--- src/rtl/dispense_arbiter.sv ---
// dispense_arbiter: shares one dispense motor between two vending panels.
// Round-robin grant, latched item code, timed motor run, DONE/ERR report.
//
// Ports:
//   CLK, RESET           clock, synchronous active-high reset
//   REQ0/REQ1            level requests, held until the matching GNT
//   CODE0/CODE1          item codes {row,col}, stable while REQ is high
//   DROP_SENSE           drop sensor, sampled only while dispensing
//   GNT0/GNT1            one-cycle grant pulse to the winning panel
//   MOTOR_ON, MOTOR_SEL  motor enable and latched item code
//   DONE0/DONE1          one-cycle completion pulse to the served panel
//   ERR                  with DONE: 1 means no drop was seen
//   BUSY                 high whenever the FSM is not idle
//   FAULT                sticky jam flag, blocks further grants
//
// Parameters: DISPENSE_CYCLES (1..15), COOLDOWN_CYCLES (1..15).
// Optional feature macro: JAM_DETECT_EN enables the drop-seen flag,
// ERR and the sticky FAULT. Without it every dispense reports success.

module dispense_arbiter #(
    parameter int unsigned DISPENSE_CYCLES = 4,
    parameter int unsigned COOLDOWN_CYCLES = 2
) (
    input  logic       CLK,
    input  logic       RESET,
    input  logic       REQ0,
    input  logic       REQ1,
    input  logic [5:0] CODE0,
    input  logic [5:0] CODE1,
    input  logic       DROP_SENSE,
    output logic       GNT0,
    output logic       GNT1,
    output logic       MOTOR_ON,
    output logic [5:0] MOTOR_SEL,
    output logic       DONE0,
    output logic       DONE1,
    output logic       ERR,
    output logic       BUSY,
    output logic       FAULT
);

    typedef enum logic [1:0] {
        S_IDLE,
        S_GRANT,
        S_DISPENSE,
        S_COOLDOWN
    } state_e;

    // Terminal counts for the shared 4-bit phase counter.
    localparam logic [3:0] DISP_LAST = 4'(DISPENSE_CYCLES - 1);
    localparam logic [3:0] COOL_LAST = 4'(COOLDOWN_CYCLES - 1);

    state_e     state_q;
    logic [3:0] cnt_q;
    logic       last_q;
    logic       win_q;
    logic       gnt0_q;
    logic       gnt1_q;
    logic       motor_q;
    logic [5:0] sel_q;
    logic       done0_q;
    logic       done1_q;
    logic       busy_q;

    logic       win_d;
    logic       start_d;

`ifdef JAM_DETECT_EN
    logic drop_q;
    logic err_q;
    logic fault_q;
    logic drop_now;

    // Includes the sensor value of the final motor cycle.
    assign drop_now = drop_q | DROP_SENSE;
    assign ERR      = err_q;
    assign FAULT    = fault_q;
    assign start_d  = (REQ0 | REQ1) & ~fault_q;
`else
    logic unused_drop;

    assign unused_drop = DROP_SENSE;
    assign ERR         = 1'b0;
    assign FAULT       = 1'b0;
    assign start_d     = REQ0 | REQ1;
`endif

    // A tie goes to the panel that was not served last.
    always_comb begin
        win_d = 1'b0;
        unique case ({REQ1, REQ0})
            2'b01:   win_d = 1'b0;
            2'b10:   win_d = 1'b1;
            2'b11:   win_d = ~last_q;
            default: win_d = 1'b0;
        endcase
    end

    assign GNT0      = gnt0_q;
    assign GNT1      = gnt1_q;
    assign MOTOR_ON  = motor_q;
    assign MOTOR_SEL = sel_q;
    assign DONE0     = done0_q;
    assign DONE1     = done1_q;
    assign BUSY      = busy_q;

    // Outputs are set on the edge that enters a state, so each one is
    // valid for exactly the cycles the FSM spends in that state.
    always_ff @(posedge CLK) begin
        if (RESET) begin
            state_q <= S_IDLE;
            cnt_q   <= 4'd0;
            last_q  <= 1'b1;
            win_q   <= 1'b0;
            gnt0_q  <= 1'b0;
            gnt1_q  <= 1'b0;
            motor_q <= 1'b0;
            sel_q   <= 6'd0;
            done0_q <= 1'b0;
            done1_q <= 1'b0;
            busy_q  <= 1'b0;
`ifdef JAM_DETECT_EN
            drop_q  <= 1'b0;
            err_q   <= 1'b0;
            fault_q <= 1'b0;
`endif
        end else begin
            gnt0_q  <= 1'b0;
            gnt1_q  <= 1'b0;
            done0_q <= 1'b0;
            done1_q <= 1'b0;
`ifdef JAM_DETECT_EN
            err_q   <= 1'b0;
`endif
            unique case (state_q)
                S_IDLE: begin
                    if (start_d) begin
                        state_q <= S_GRANT;
                        busy_q  <= 1'b1;
                        win_q   <= win_d;
                        last_q  <= win_d;
                        gnt0_q  <= ~win_d;
                        gnt1_q  <= win_d;
                        sel_q   <= win_d ? CODE1 : CODE0;
                        cnt_q   <= 4'd0;
`ifdef JAM_DETECT_EN
                        drop_q  <= 1'b0;
`endif
                    end
                end
                S_GRANT: begin
                    state_q <= S_DISPENSE;
                    motor_q <= 1'b1;
                end
                S_DISPENSE: begin
`ifdef JAM_DETECT_EN
                    drop_q <= drop_now;
`endif
                    if (cnt_q == DISP_LAST) begin
                        state_q <= S_COOLDOWN;
                        motor_q <= 1'b0;
                        cnt_q   <= 4'd0;
                        done0_q <= ~win_q;
                        done1_q <= win_q;
`ifdef JAM_DETECT_EN
                        err_q   <= ~drop_now;
                        fault_q <= fault_q | ~drop_now;
`endif
                    end else begin
                        cnt_q <= cnt_q + 4'd1;
                    end
                end
                S_COOLDOWN: begin
                    if (cnt_q == COOL_LAST) begin
                        state_q <= S_IDLE;
                        busy_q  <= 1'b0;
                        cnt_q   <= 4'd0;
                    end else begin
                        cnt_q <= cnt_q + 4'd1;
                    end
                end
                default: begin
                    state_q <= S_IDLE;
                    motor_q <= 1'b0;
                    busy_q  <= 1'b0;
                end
            endcase
        end
    end

endmodule
--- config.mk ---
export PLATFORM = sky130hd
export DESIGN_NAME = dispense_arbiter
export DESIGN_NICKNAME = d
export VERILOG_FILES = /design/src/rtl/dispense_arbiter.sv
export SDC_FILE = /design/constraint.sdc
export NUM_CORES = 1
export LEC_CHECK = 0
export ABC_AREA = 1
export BUFFER_PORTS_ARGS = -buffer_cell sky130_fd_sc_hd__buf_2
export CAP_MARGIN = 30
export CORE_MARGIN = 2
export CORE_UTILIZATION = 41
export DETAILED_ROUTE_END_ITERATION = 12
export PLACE_DENSITY = 0.68
export RECOVER_POWER = 50
export SYNTH_ARGS = -nofsm -noshare
export SYNTH_HDL_FRONTEND = slang
export SYNTH_SLANG_ARGS = --single-unit
--- constraint.sdc ---
create_clock -name CLK -period 1.61 [get_ports CLK]
set_input_delay 0.0805 -clock CLK [delete_from_list [all_inputs] [get_ports CLK]]
set_output_delay 0.0805 -clock CLK [all_outputs]
set_load 0.005 [all_outputs]
After elaboration in Yosys (flattened, before gate mapping)
Index checks and enable logic that the tools add are counted.
{"block": "totals", "reg_bits": 20, "inputBits": 17, "output_inout_bits": 14, "word_cells": 56}
{"block": "op_classes", "addsub": 1, "n_eq_ne": 10, "n_mux": 15, "bitwise": 8, "n_reduce_logical": 11}
{"operator": "4-bit two-way mux", "count": 3}
{"operator": "4-bit case mux with 3 select lines", "count": 1}
{"operator": "2-bit == test (second input constant)", "count": 4}
{"operator": "2-bit case mux with 4 select lines", "count": 1}
{"operator": "1-bit inverter", "count": 7}
{"operator": "2-bit two-way mux", "count": 3}
{"operator": "6-bit two-way mux", "count": 1}
{"operator": "2-bit != test (second input constant)", "count": 3}
{"operator": "1-bit case mux with 2 select lines", "count": 3}
{"operator": "2-bit AND reduction", "count": 3}
{"operator": "3-bit AND reduction", "count": 2}
{"operator": "3-bit OR reduction", "count": 2}
{"operator": "4-bit by 1-bit adder with 4-bit output (second input constant)", "count": 1}
{"operator": "4-bit by 1-bit == test with 1-bit output (second input constant)", "count": 1}
{"operator": "4-bit by 2-bit == test with 1-bit output (second input constant)", "count": 1}
{"operator": "2-bit nonzero test", "count": 2}
{"operator": "1-bit two-way mux", "count": 3}
{"operator": "3-bit nonzero test", "count": 1}
{"operator": "2-bit by 1-bit == test with 1-bit output (second input constant)", "count": 1}
{"operator": "2-bit zero test", "count": 1}
{"operator": "1-bit bitwise OR", "count": 1}

Longest topological paths before layout
Gate-level depths: netlist of the first run.
{"block": "depth", "depth_word": 3, "ltp_mapped": 8, "mapped_depth_nobuf": 8}

Worst setup path after synthesis of the first run
Ideal clock, no wire load.
{"block": "synth_timing", "kind": "flip-flop to flip-flop", "start": "reg state_q[0]", "end": "reg sel_q[0] (netlist: MOTOR_SEL[0])", "setup_ns": 0.117, "arrival_ns": 1.178, "slack_ns": 0.315, "path_stages_with_launch": 9, "path_buffers": 1, "path_cell_list": "dfxtp_1 -> inv_1 -> ha_1 -> inv_2 -> a21oi_4 -> buf_6 -> nand2_1 -> a21oi_1 -> nor2_1"}
{"block": "synth_between", "elab_chain_len": 2}
{"element": "start, declared", "line": "53", "text": "state_e state_q;"}
{"element": "start signal, assigned", "line": "111", "text": "state_q <= S_IDLE;"}
{"element": "start signal, assigned", "line": "138", "text": "state_q <= S_GRANT;"}
{"element": "start signal, assigned", "line": "152", "text": "state_q <= S_DISPENSE;"}
{"element": "2-bit zero test", "line": "135", "text": "unique case (state_q)"}
{"element": "2-bit AND reduction (no source line)"}
{"element": "end signal, assigned", "line": "144", "text": "sel_q <= win_d ? CODE1 : CODE0;"}
{"element": "end, declared", "line": "60", "text": "logic [5:0] sel_q;"}
No other way between the ends.
A chain may end at the register's enable or synchronous reset.

Final worst setup path of the first run
{"block": "layout_timing", "start": "reg state_q[0]", "end": "reg sel_q[4] (netlist: MOTOR_SEL[4])"}
The elaborated chain is that of the path after synthesis.

==> results of run 1 <==
-- worst max-delay path, cell delays in order (launching register included) --
cell	delay, ns
dfxtp_1	0.35
inv_1	0.13
ha_1	0.27
inv_2	0.08
a21oi_4	0.12
buf_4	0.17
nand2_1	0.06
a21oi_1	0.12
nor2_1	0.05
-- state kept, by name, indices dropped and copies added (netlist names) --
| name | flops |
|---|---|
| MOTOR_SEL | 6 |
| cnt_q | 4 |
| state_q | 2 |
| BUSY | 1 |
| DONE0 | 1 |
| DONE1 | 1 |
| GNT0 | 1 |
| GNT1 | 1 |
| MOTOR_ON | 1 |
| last_q | 1 |
| win_q | 1 |
-- per-layer routing --
| layer | wire length [um] | part of all wire |
|---|---|---|
| met1 | 977 | 0.46 |
| met2 | 1010 | 0.48 |
| met3 | 111 | 0.053 |
| met4 | 14 | 0.0066 |
| met5 | 0 | 0 |
-- what timing repair did --
action / 4_1_cts / 5_1_grt
hold endpoints to repair: 2 / 1
hold buffers: 2 / 1
setup buffers: 0 / 3
endpoints found under the setup margin: 0 / 9
-- cell usage after synthesis --
library cell	n
o211ai_1	1
or2_2	1
buf_6	1
a21oi_1	13
ha_1	8
xnor2_1	1
nand4_1	2
conb_1	1
dfxtp_1	20
a31oi_1	1
buf_4	2
a21oi_4	1
nand2_1	37
nand3_1	7
inv_1	18
buf_2	1
nor2_1	15
o21bai_1	1
nor3_1	3
inv_2	1
nand2_2	1
o21ai_0	7
-- cell families (layout without fill, tap and decap cells) --
family | count (synthesis) | count (layout) | synth area share
AOI/OAI and AO/OA | 24 | 24 | 0.134
xor gates and xnor gates | 1 | 1 | 0.00856
adders and majority gates | 8 | 8 | 0.0978
buffers and inverters | 23 | 56 | 0.100
DFF | 20 | 20 | 0.391
other | 1 | 2 | 0.00366
and+or+nand+nor | 66 | 66 | 0.264
-- how the worst max path moves through the flow --
| stage | startpoint | end | slack, ns | cells past startpoint |
|---|---|---|---|---|
| 5_1_grt | state_q[0]$_SDFFE_PP0P_ | MOTOR_SEL[3]$_SDFFE_PP0N_ | 0.02 | 8 |
| 4_1_cts | state_q[0]$_SDFFE_PP0P_ | last_q$_SDFFE_PP1N_ | 0.10 | 7 |
| 2_1_floorplan | state_q[0]$_SDFFE_PP0P_ | MOTOR_SEL[0]$_SDFFE_PP0N_ | 0.32 | 8 |
| 3_3_place_gp | state_q[0]$_SDFFE_PP0P_ | last_q$_SDFFE_PP1N_ | 0.16 | 7 |
| 3_5_place_dp | state_q[0]$_SDFFE_PP0P_ | last_q$_SDFFE_PP1N_ | 0.12 | 7 |
| 6_report | state_q[0]$_SDFFE_PP0P_ | MOTOR_SEL[4]$_SDFFE_PP0N_ | 0.18 | 8 |
-- metrics by stage --
stage	total power (uW)	utilization	setup slack [ns]	hold WS [ns]	instance area [sq um]
2_1_floorplan	1260	-	0.315	0.150	1030
3_3_place_gp	1430	0.485	0.164	0.304	1170
3_5_place_dp	1450	0.485	0.124	0.319	1170
4_1_cts	1870	0.515	0.105	0.000677	1240
5_1_grt	2060	0.526	0.0205	0.0281	1270
6_report	1900	0.526	0.178	0.0112	1270
-- power by group --
part / internal [uW] / switching [uW] / total, uW
sequential: 628 / 70.2 / 698
clock: 251 / 160 / 411
combinational: 331 / 460 / 791
-- area by class of cell --
| cell class | count | area, sq um | area share |
|---|---|---|---|
| inverters | 19 | 71.3 | 0.0563 |
| multi-input cells | 101 | 524 | 0.414 |
| flip-flops and latches | 20 | 400 | 0.316 |
| repair buffers | 33 | 181 | 0.143 |
| well taps | 30 | 37.5 | 0.0296 |
| clock buffers | 3 | 22.5 | 0.0178 |
| clock inverters | 1 | 30.0 | 0.0237 |
==> impl_results.md, run 1 <==
* Worst setup path category: reg -> reg
* GR peak layer: met2
* Post-Synthesis Cell Area at between 1000 and 1500 sq um
* Clk sinks at 20
* Max rail drop VDD at 0.832 mV
* Largest area contributor in the netlist: dfxtp_1
* Syn_area_per_cell at ~7.2 sq um
* CTS buffer count at 3
* Highest clock rate at roughly 700 MHz
* Most frequent cells in the layout: nand2_1, buf_2, dfxtp_1
* First DRT Iteration DRCs at 10
* Initial antenna violation count at 0
* Final Slew Violations at 0
* Layout area overhead at 23.8%
* Final Skew at between 0.003 and 0.004 ns
* Global-route wire length before repair at 3.33 mm
* Synth warn at 0
* PortBufs at 27
* Power per cell area at ~1500 nW/um^2
* Resized Gates After CTS at 0
* Worst-path clk slew at between 0.1 and 0.15 ns
* Grt met1 use at 0.183
* Die Y at approximately 54 um
* Critical Path Sink Type: register
* R2R Setup Slk at 0.18 ns
* Grt total ovfl at 0
* Final period util at 0.889
* Startpoint types: register
* Drt pass-1 iters at 4
* Vias in the first global route at 841
* CTS tree: done
* Io pins at 31
* Share of Yosys cell area claimed by the top area cell type at 0.391
* Setup TNS at 0 ns
* Commonest non-fill, non-tap cell in the layout: nand2_1
* Routed vias at slightly below 1k
* Hold endpoint: MOTOR_SEL[4]$_SDFFE_PP0N_
* RSZ-0062 raised after global routing: no
* # diodes at 0
* Setup Viol. Count Final at 0
* Largest net degree at the start of global routing at 15
* GR Layer Usage met3 at 0.0278
* Hold Crit Class: in -> reg
* Die ar. at 2910 sq um
* # fillers at ~230
* Routing usage on met2 at 0.278
* Share of cells above drive strength 1 at 0.186
* Via-to-Cell Ratio at 4.76
* Worst R2R Path Depth at 8
* Critical Path RT at about 1.8 ns
* Routed WL at between 2 and 2.5 mm
* Hold Crit Start: CODE0[4]
* Final ANT Viol Nets at 0
* Final-report hold violation count at 0
* Inst Count DP at around 200
* Root buf cell: clkbuf_4
* WL/cell at just over 10 um
* Arrival @ worst endpoint at 1.64 ns
* Core ar. at 2410 sq um
* Max Cap Viol at 0
* Worst skew pair latency at about 0.3 ns
* Final GP Congestion at 0.791
* # H-tree levels at 1
* Initial Util at 0.425
* Worst-case clock buffer depth at 2
* Yosys cell types at 22
* Sequential fraction of the synthesis area at 0.391
* Reg2reg start: state_q[0]$_SDFFE_PP0P_
* Max Fanout on Critical Path at 9
* Nets at between 200 and 250
* Top cells by area, synth: dfxtp_1, nand2_1, ha_1
* Final cell count without fillers at around 210
* Hold Path Cell Cnt at 3
* Cells after Synth at 143
* # DRC at 0
* RR Endpoint: MOTOR_SEL[4]$_SDFFE_PP0N_
* Run status: complete, no violations
* Detailed Place HPWL at about 1.6 mm
* Total GRT Usage at 0.155
* Num rows at 18
* Leakage at about 0.00062 uW
* Synth Register Bits at 20
* Final min period at about 1.4 ns
* Die X at 54.0 um
Note: power is estimated with default switching activity, not from simulation.
==> run 2: changes to the inputs <==
--- a/config.mk
+++ b/config.mk
@@ -5,7 +5,6 @@
 export SDC_FILE = /design/constraint.sdc
 export NUM_CORES = 1
 export LEC_CHECK = 0
-export ABC_AREA = 1
 export BUFFER_PORTS_ARGS = -buffer_cell sky130_fd_sc_hd__buf_2
 export CAP_MARGIN = 30
 export CORE_MARGIN = 2
==> impl_results.md, run 2 <==
* Run status: complete, no violations
* Via-to-Cell Ratio at 5.13 (+7.8%)
* Final period util at 0.947 (+0.0578)
* Cells after Synth at 111 (-22%)
* Simple-gate share of the synthesized area at 0.166 (-0.0980)
* Multiplexer share of the synthesized area at 0.0704 (+0.0704)
* CTS buffer count at 3 (unchanged)
* Resized Gates After CTS at 0 (unchanged)
* Post-synth EDFFs at 0 (unchanged)
* Largest net degree at the start of global routing at 17 (+2)
* Compound-Gate Fraction of Synth Area at 0.199 (+0.0643)
* Routed vias at 867 (-12%)
* WL/cell at 12.0 um (+18%)
* Critical Path RT at 1.80 ns (-0.02 ns)
* Critical Path Sink Type: register
* Nets at 167 (-18%)
* Sw Share at 0.357 (-0.00591)
* Worst-path clk slew at 0.11 ns (about the same)
* Final min period at 1.52 ns (+0.0930 ns)
* Initial antenna violation count at 0 (unchanged)
* Final-report hold violation count at 0 (unchanged)
* Async SR Flop Fraction at 0 (unchanged)
* NetSw at 594 uW (-14%)
* Top-count cell post-synth: dfxtp_1
* Worst-case clock buffer depth at 2 (unchanged)
* Adder-cell share of the synthesized area at 0.101 (+0.00283)
* Global-route wire length before repair at 3.27 mm (-1.7%)
* Detailed Place HPWL at 1.57 mm (-0.81%)
* # DRC at 0 (unchanged)
* Largest family of logic cells by synthesized area: compound AO/OA/AOI/OAI gates
* Max Cap Viol at 0 (unchanged)
* Max rail drop VDD at 0.845 mV (+1.5%)
* Final GP Congestion at 0.799 (+0.97%)
* Final Skew at 0.00339 ns (-0.000585 ns)
* Vias in the first global route at 751 (-11%)
* Final ANT Viol Nets at 0 (unchanged)
* Post-CTS Setup Bufs at 0 (unchanged)
* Leakage at 0.000536 uW (-14%)
* RSZ-0062 raised after global routing: no
* Die ar. at 2840 sq um (-2.6%)
* Io pins at 31 (unchanged)
* Largest area contributor in the netlist: dfxtp_1
* Routed WL at 2.03 mm (-3.6%)
* Setup TNS at 0 ns (unchanged)
* Max reg flops at 6 (unchanged)
* Initial Util at 0.441 (+0.0165)
* Clk sinks at 20 (unchanged)
* Root buf cell: clkbuf_4
* Worst skew pair latency at 0.29 ns (about the same)
* Sequential fraction of the synthesis area at 0.403 (+0.0113)
* Grt total ovfl at 0 (unchanged)
* PortBufs at 27 (unchanged)
* Syn_area_per_cell at 8.96 sq um (+25%)
* CTS tree: done
* # diodes at 0 (unchanged)
* Top cells by area, synth: dfxtp_1, ha_1, mux2i_1
* Synth Area in XOR/XNOR at 0 (-0.00856)
* Highest clock rate at 656 MHz (-6.1%)
* Share of Yosys cell area claimed by the top area cell type at 0.403 (+0.0113)
* Post-Synthesis Cell Area at 995 sq um (-2.8%)
* Power per cell area at 1380 nW/um^2 (-7.9%)
* Clock Power Share at 0.173 (-0.043)
* Num rows at 17 (-1)
* Max Fanout on Critical Path at 4 (-5)
* Ys flop type: dfxtp_1
* Worst setup path category: reg -> reg
* Int Pwr at 1070 uW (-12%)
* Arrival @ worst endpoint at 1.71 ns (+0.07 ns)
* Die Y at 53.3 um (-1.3%)
* Post-synth top cells: dfxtp_1, nor2_1, ha_1
* Most frequent cells in the layout: buf_2, dfxtp_1, nor2_1
* Final Slew Violations at 0 (unchanged)
* Commonest non-fill, non-tap cell in the layout: buf_2
* Setup Viol. Count Final at 0 (unchanged)
* Startpoint types: register
* Drt pass-1 iters at 4 (unchanged)
* Final cell count without fillers at 169 (-18%)
* Total GRT Usage at 0.160 (+0.00490)
* Hold Crit Class: in -> reg
* Logic gate share of total power at 0.408 (-0.008)
* Layout area overhead at 21.0%
* Inst Count DP at 165 (-16%)
* Hold buffers post-CTS at 0 (-2)
* Synth warn at 0 (unchanged)
* # H-tree levels at 1 (unchanged)
* Hold_ws at 0.0811 ns (+0.0699 ns)
* First DRT Iteration DRCs at 9 (-1)
* Share of cells above drive strength 1 at 0.262 (+0.0760)
* Share of power burned in registers at 0.419 (+0.051)
* Yosys cell types at 32 (+45%)
* Synth Register Bits at 20 (unchanged)
* Core ar. at 2250 sq um (-6.4%)
* Die X at 53.3 um (-1.3%)
run 2: cell count changes after synthesis, moves of 4 or more:
cell      previous run  this run
nand2_1             37         5
inv_1               18         6
a21oi_1             13         5
mux2i_1              0         7
a211oi_1             0         5
nand3_1              7         2
o21ai_1              0         4
run 2: layout make-up:
| type | count | area (sq um) |
|---|---|---|
| repair buffers | 31 | 156 |
| fillers | 231 | 1050 |
| multi-input cells | 80 | 551 |
| well taps | 28 | 35.0 |
| inverters | 6 | 22.5 |
| flip-flops and latches | 20 | 403 |
| clock buffers | 4 | 36.3 |
run 2: power by group through the flow:
stage               combinational [uW]  sequential, uW  clock [uW]
floorplan                          473             697           0
global placement                   656             690           0
detailed placement                 678             699           0
CTS                                678             689         298
global route                       775             712         316
finish                             678             697         287
run 2: logic make-up after synthesis:
family | after synthesis
AND/OR/NAND/NOR | 33
AO/OA/AOI/OAI | 30
flip-flops | 20
buffers and inverters | 12
adder cells (fa/ha/maj) | 8
multiplexers | 7
other | 1
run 2: metal layers:
layer  global-route usage  part of all wire
met1                0.208              0.47
met2                0.251              0.47
met3               0.0367             0.047
met4               0.0684             0.016
met5                    0                 0
run 2: critical path: stages (launching register included):
cell	delay (ns)
dfxtp_2	0.35
inv_1	0.10
ha_1	0.18
or3b_4	0.39
o2111ai_2	0.13
mux2i_1	0.21
nor2_1	0.05
run 2: path summary, 6_finish.rpt:
check	startpoint	end	slack (ns)	cells past startpoint
hold / removal	CODE0[0]	MOTOR_SEL[0]$_SDFFE_PP0N_	0.08	3
setup reg to reg	state_q[1]$_SDFFE_PP0P_	state_q[1]$_SDFFE_PP0P_	0.09	6
hold reg to reg	win_q$_SDFFE_PP0N_	DONE0$_SDFF_PP0_	0.46	1
setup / recovery	state_q[1]$_SDFFE_PP0P_	state_q[1]$_SDFFE_PP0P_	0.09	6
run 2: per-stage QoR:
stage	cell area (sq um)	worst slack, ns	util	total power (uW)
floorplan	998	0.0841	-	1170
global placement	1160	0.112	0.516	1350
detailed placement	1160	0.0379	0.516	1380
CTS	1200	0.0106	0.532	1660
global route	1200	0.00361	0.534	1800
finish	1200	0.0852	0.534	1660
==> run 3: changes to the inputs <==
--- a/config.mk
+++ b/config.mk
@@ -12,6 +12,7 @@
 export DETAILED_ROUTE_END_ITERATION = 12
 export PLACE_DENSITY = 0.68
 export RECOVER_POWER = 50
+export REMOVE_ABC_BUFFERS = 1
 export SYNTH_ARGS = -nofsm -noshare
 export SYNTH_HDL_FRONTEND = slang
 export SYNTH_SLANG_ARGS = --single-unit
==> impl_results.md, run 3 (same netlist as run 2, synthesis figures left out) <==
* Run status: complete, no violations
* Initial Util at 0.441 (unchanged)
* Hold buffers post-CTS at 0 (unchanged)
* RSZ-0062 raised after global routing: no
* Root buf cell: clkbuf_4
* Worst-path clk slew at 0.11 ns (about the same)
* Max Fanout on Critical Path at 4 (unchanged)
* Setup TNS at 0 ns (unchanged)
* Detailed Place HPWL at 1.56 mm (-0.72%)
* Post-CTS Setup Bufs at 0 (unchanged)
* Final cell count without fillers at 169 (unchanged)
* Setup Viol. Count Final at 0 (unchanged)
* Power per cell area at 1390 nW/um^2 (+0.78%)
* Vias in the first global route at 740 (-1.5%)
* Leakage at 0.000521 uW (-2.8%)
* # DRC at 0 (unchanged)
* Core ar. at 2250 sq um (unchanged)
* Die Y at 53.3 um (unchanged)
* Largest net degree at the start of global routing at 17 (unchanged)
* Initial antenna violation count at 0 (unchanged)
* Final ANT Viol Nets at 0 (unchanged)
* PortBufs at 27 (unchanged)
* Die ar. at 2840 sq um (unchanged)
* Inst Count DP at 165 (unchanged)
* Final Skew at 0.00219 ns (-0.00120 ns)
* Max Cap Viol at 0 (unchanged)
* Drt pass-1 iters at 4 (unchanged)
* CTS tree: done
* Critical Path RT at 1.80 ns (about the same)
* First DRT Iteration DRCs at 14 (+5)
* Worst skew pair latency at 0.29 ns (about the same)
* Max rail drop VDD at 0.852 mV (+0.77%)
* Arrival @ worst endpoint at 1.69 ns (-0.02 ns)
* Die X at 53.3 um (unchanged)
* Global-route wire length before repair at 3.23 mm (-1.3%)
* Final Slew Violations at 0 (unchanged)
* Final period util at 0.936 (-0.0114)
* Clk sinks at 20 (unchanged)
* Layout area overhead at 21.3%
* Post-layout power at 1680 uW (+0.99%)
* Grt total ovfl at 0 (unchanged)
* Worst-case clock buffer depth at 2 (unchanged)
* Final GP Congestion at 0.738 (-7.7%)
* Worst setup path category: reg -> reg
* Routed WL at 2.05 mm (+0.98%)
* Critical Path Sink Type: register
* Nets at 167 (unchanged)
* Total GRT Usage at 0.158 (-0.00147)
* Final min period at 1.51 ns (-0.0183 ns)
* Max reg flops at 6 (unchanged)
* Via-to-Cell Ratio at 5.24 (+2.2%)
* WL/cell at 12.2 um (+0.98%)
* Hold Crit Class: in -> reg
* # diodes at 0 (unchanged)
* Commonest non-fill, non-tap cell in the layout: dfxtp_1
* Highest clock rate at 664 MHz (+1.2%)
* Share of cells above drive strength 1 at 0.248 (-0.0142)
* Final-report hold violation count at 0 (unchanged)
* CTS buffer count at 3 (unchanged)
* Io pins at 31 (unchanged)
* Most frequent cells in the layout: dfxtp_1, buf_2, nor2_1
* # H-tree levels at 1 (unchanged)
* Startpoint types: register
* R2R Setup Slk at 0.10 ns (+0.02 ns)
* Routed vias at 886 (+2.2%)
* Num rows at 17 (unchanged)
[run 3: metrics by stage]
stage | cell area [sq um] | hold slack (ns) | setup WS, ns | util
6_report | 1210 | 0.0672 | 0.104 | 0.535
2_1_floorplan | 963 | 0.150 | 0.0975 | -
3_5_place_dp | 1160 | 0.384 | 0.0109 | 0.516
3_3_place_gp | 1160 | 0.372 | 0.0808 | 0.516
4_1_cts | 1210 | 0.0639 | 0.0131 | 0.535
5_1_grt | 1210 | 0.0935 | 0.0119 | 0.535
[run 3: routing by layer]
layer	wire (um)	GRT usage	up-vias
met4	19	0.0855	0
met5	0	0	-
met1	910	0.203	402
li1	-	-	448
met2	1010	0.241	32
met3	112	0.0395	4
[run 3: path summary, 6_finish.rpt]
path                                               from                        end  cells after the start
worst max-delay path            state_q[1]$_SDFFE_PP0P_    state_q[1]$_SDFFE_PP0P_                      6
worst min-delay path                           CODE0[0]  MOTOR_SEL[0]$_SDFFE_PP0N_                      3
worst max register to register  state_q[1]$_SDFFE_PP0P_    state_q[1]$_SDFFE_PP0P_                      6
worst min register to register       win_q$_SDFFE_PP0N_           DONE0$_SDFF_PP0_                      1
[run 3: critical path, stage by stage, from the launching register on]
cell       delay [ns]
dfxtp_2          0.35
inv_1            0.09
ha_1             0.17
or3b_1           0.39
o2111ai_2        0.14
mux2i_1          0.21
nor2_1           0.05
[run 3: power breakdown]
part | internal (uW) | switching [uW] | leakage (uW)
registers | 618 | 67.5 | 0.000165
clock network | 138 | 152 | 0.0000210
logic | 314 | 390 | 0.000335
total | 1070 | 609 | 0.000521
[run 3: final cells by class]
cell class              count  area [sq um]
well taps                  28          35.0
repair buffers             31           149
multi-input cells          80           561
inverters                   6          22.5
clock buffers               4          36.3
fillers                   230          1050
flip-flops and latches     20           403
[run 3: what timing repair did]
item	4_1_cts	5_1_grt
endpoints found under the hold margin	0	0
pin swaps	0	1
endpoints found under the setup margin	1	10
gates resized for setup	1	7
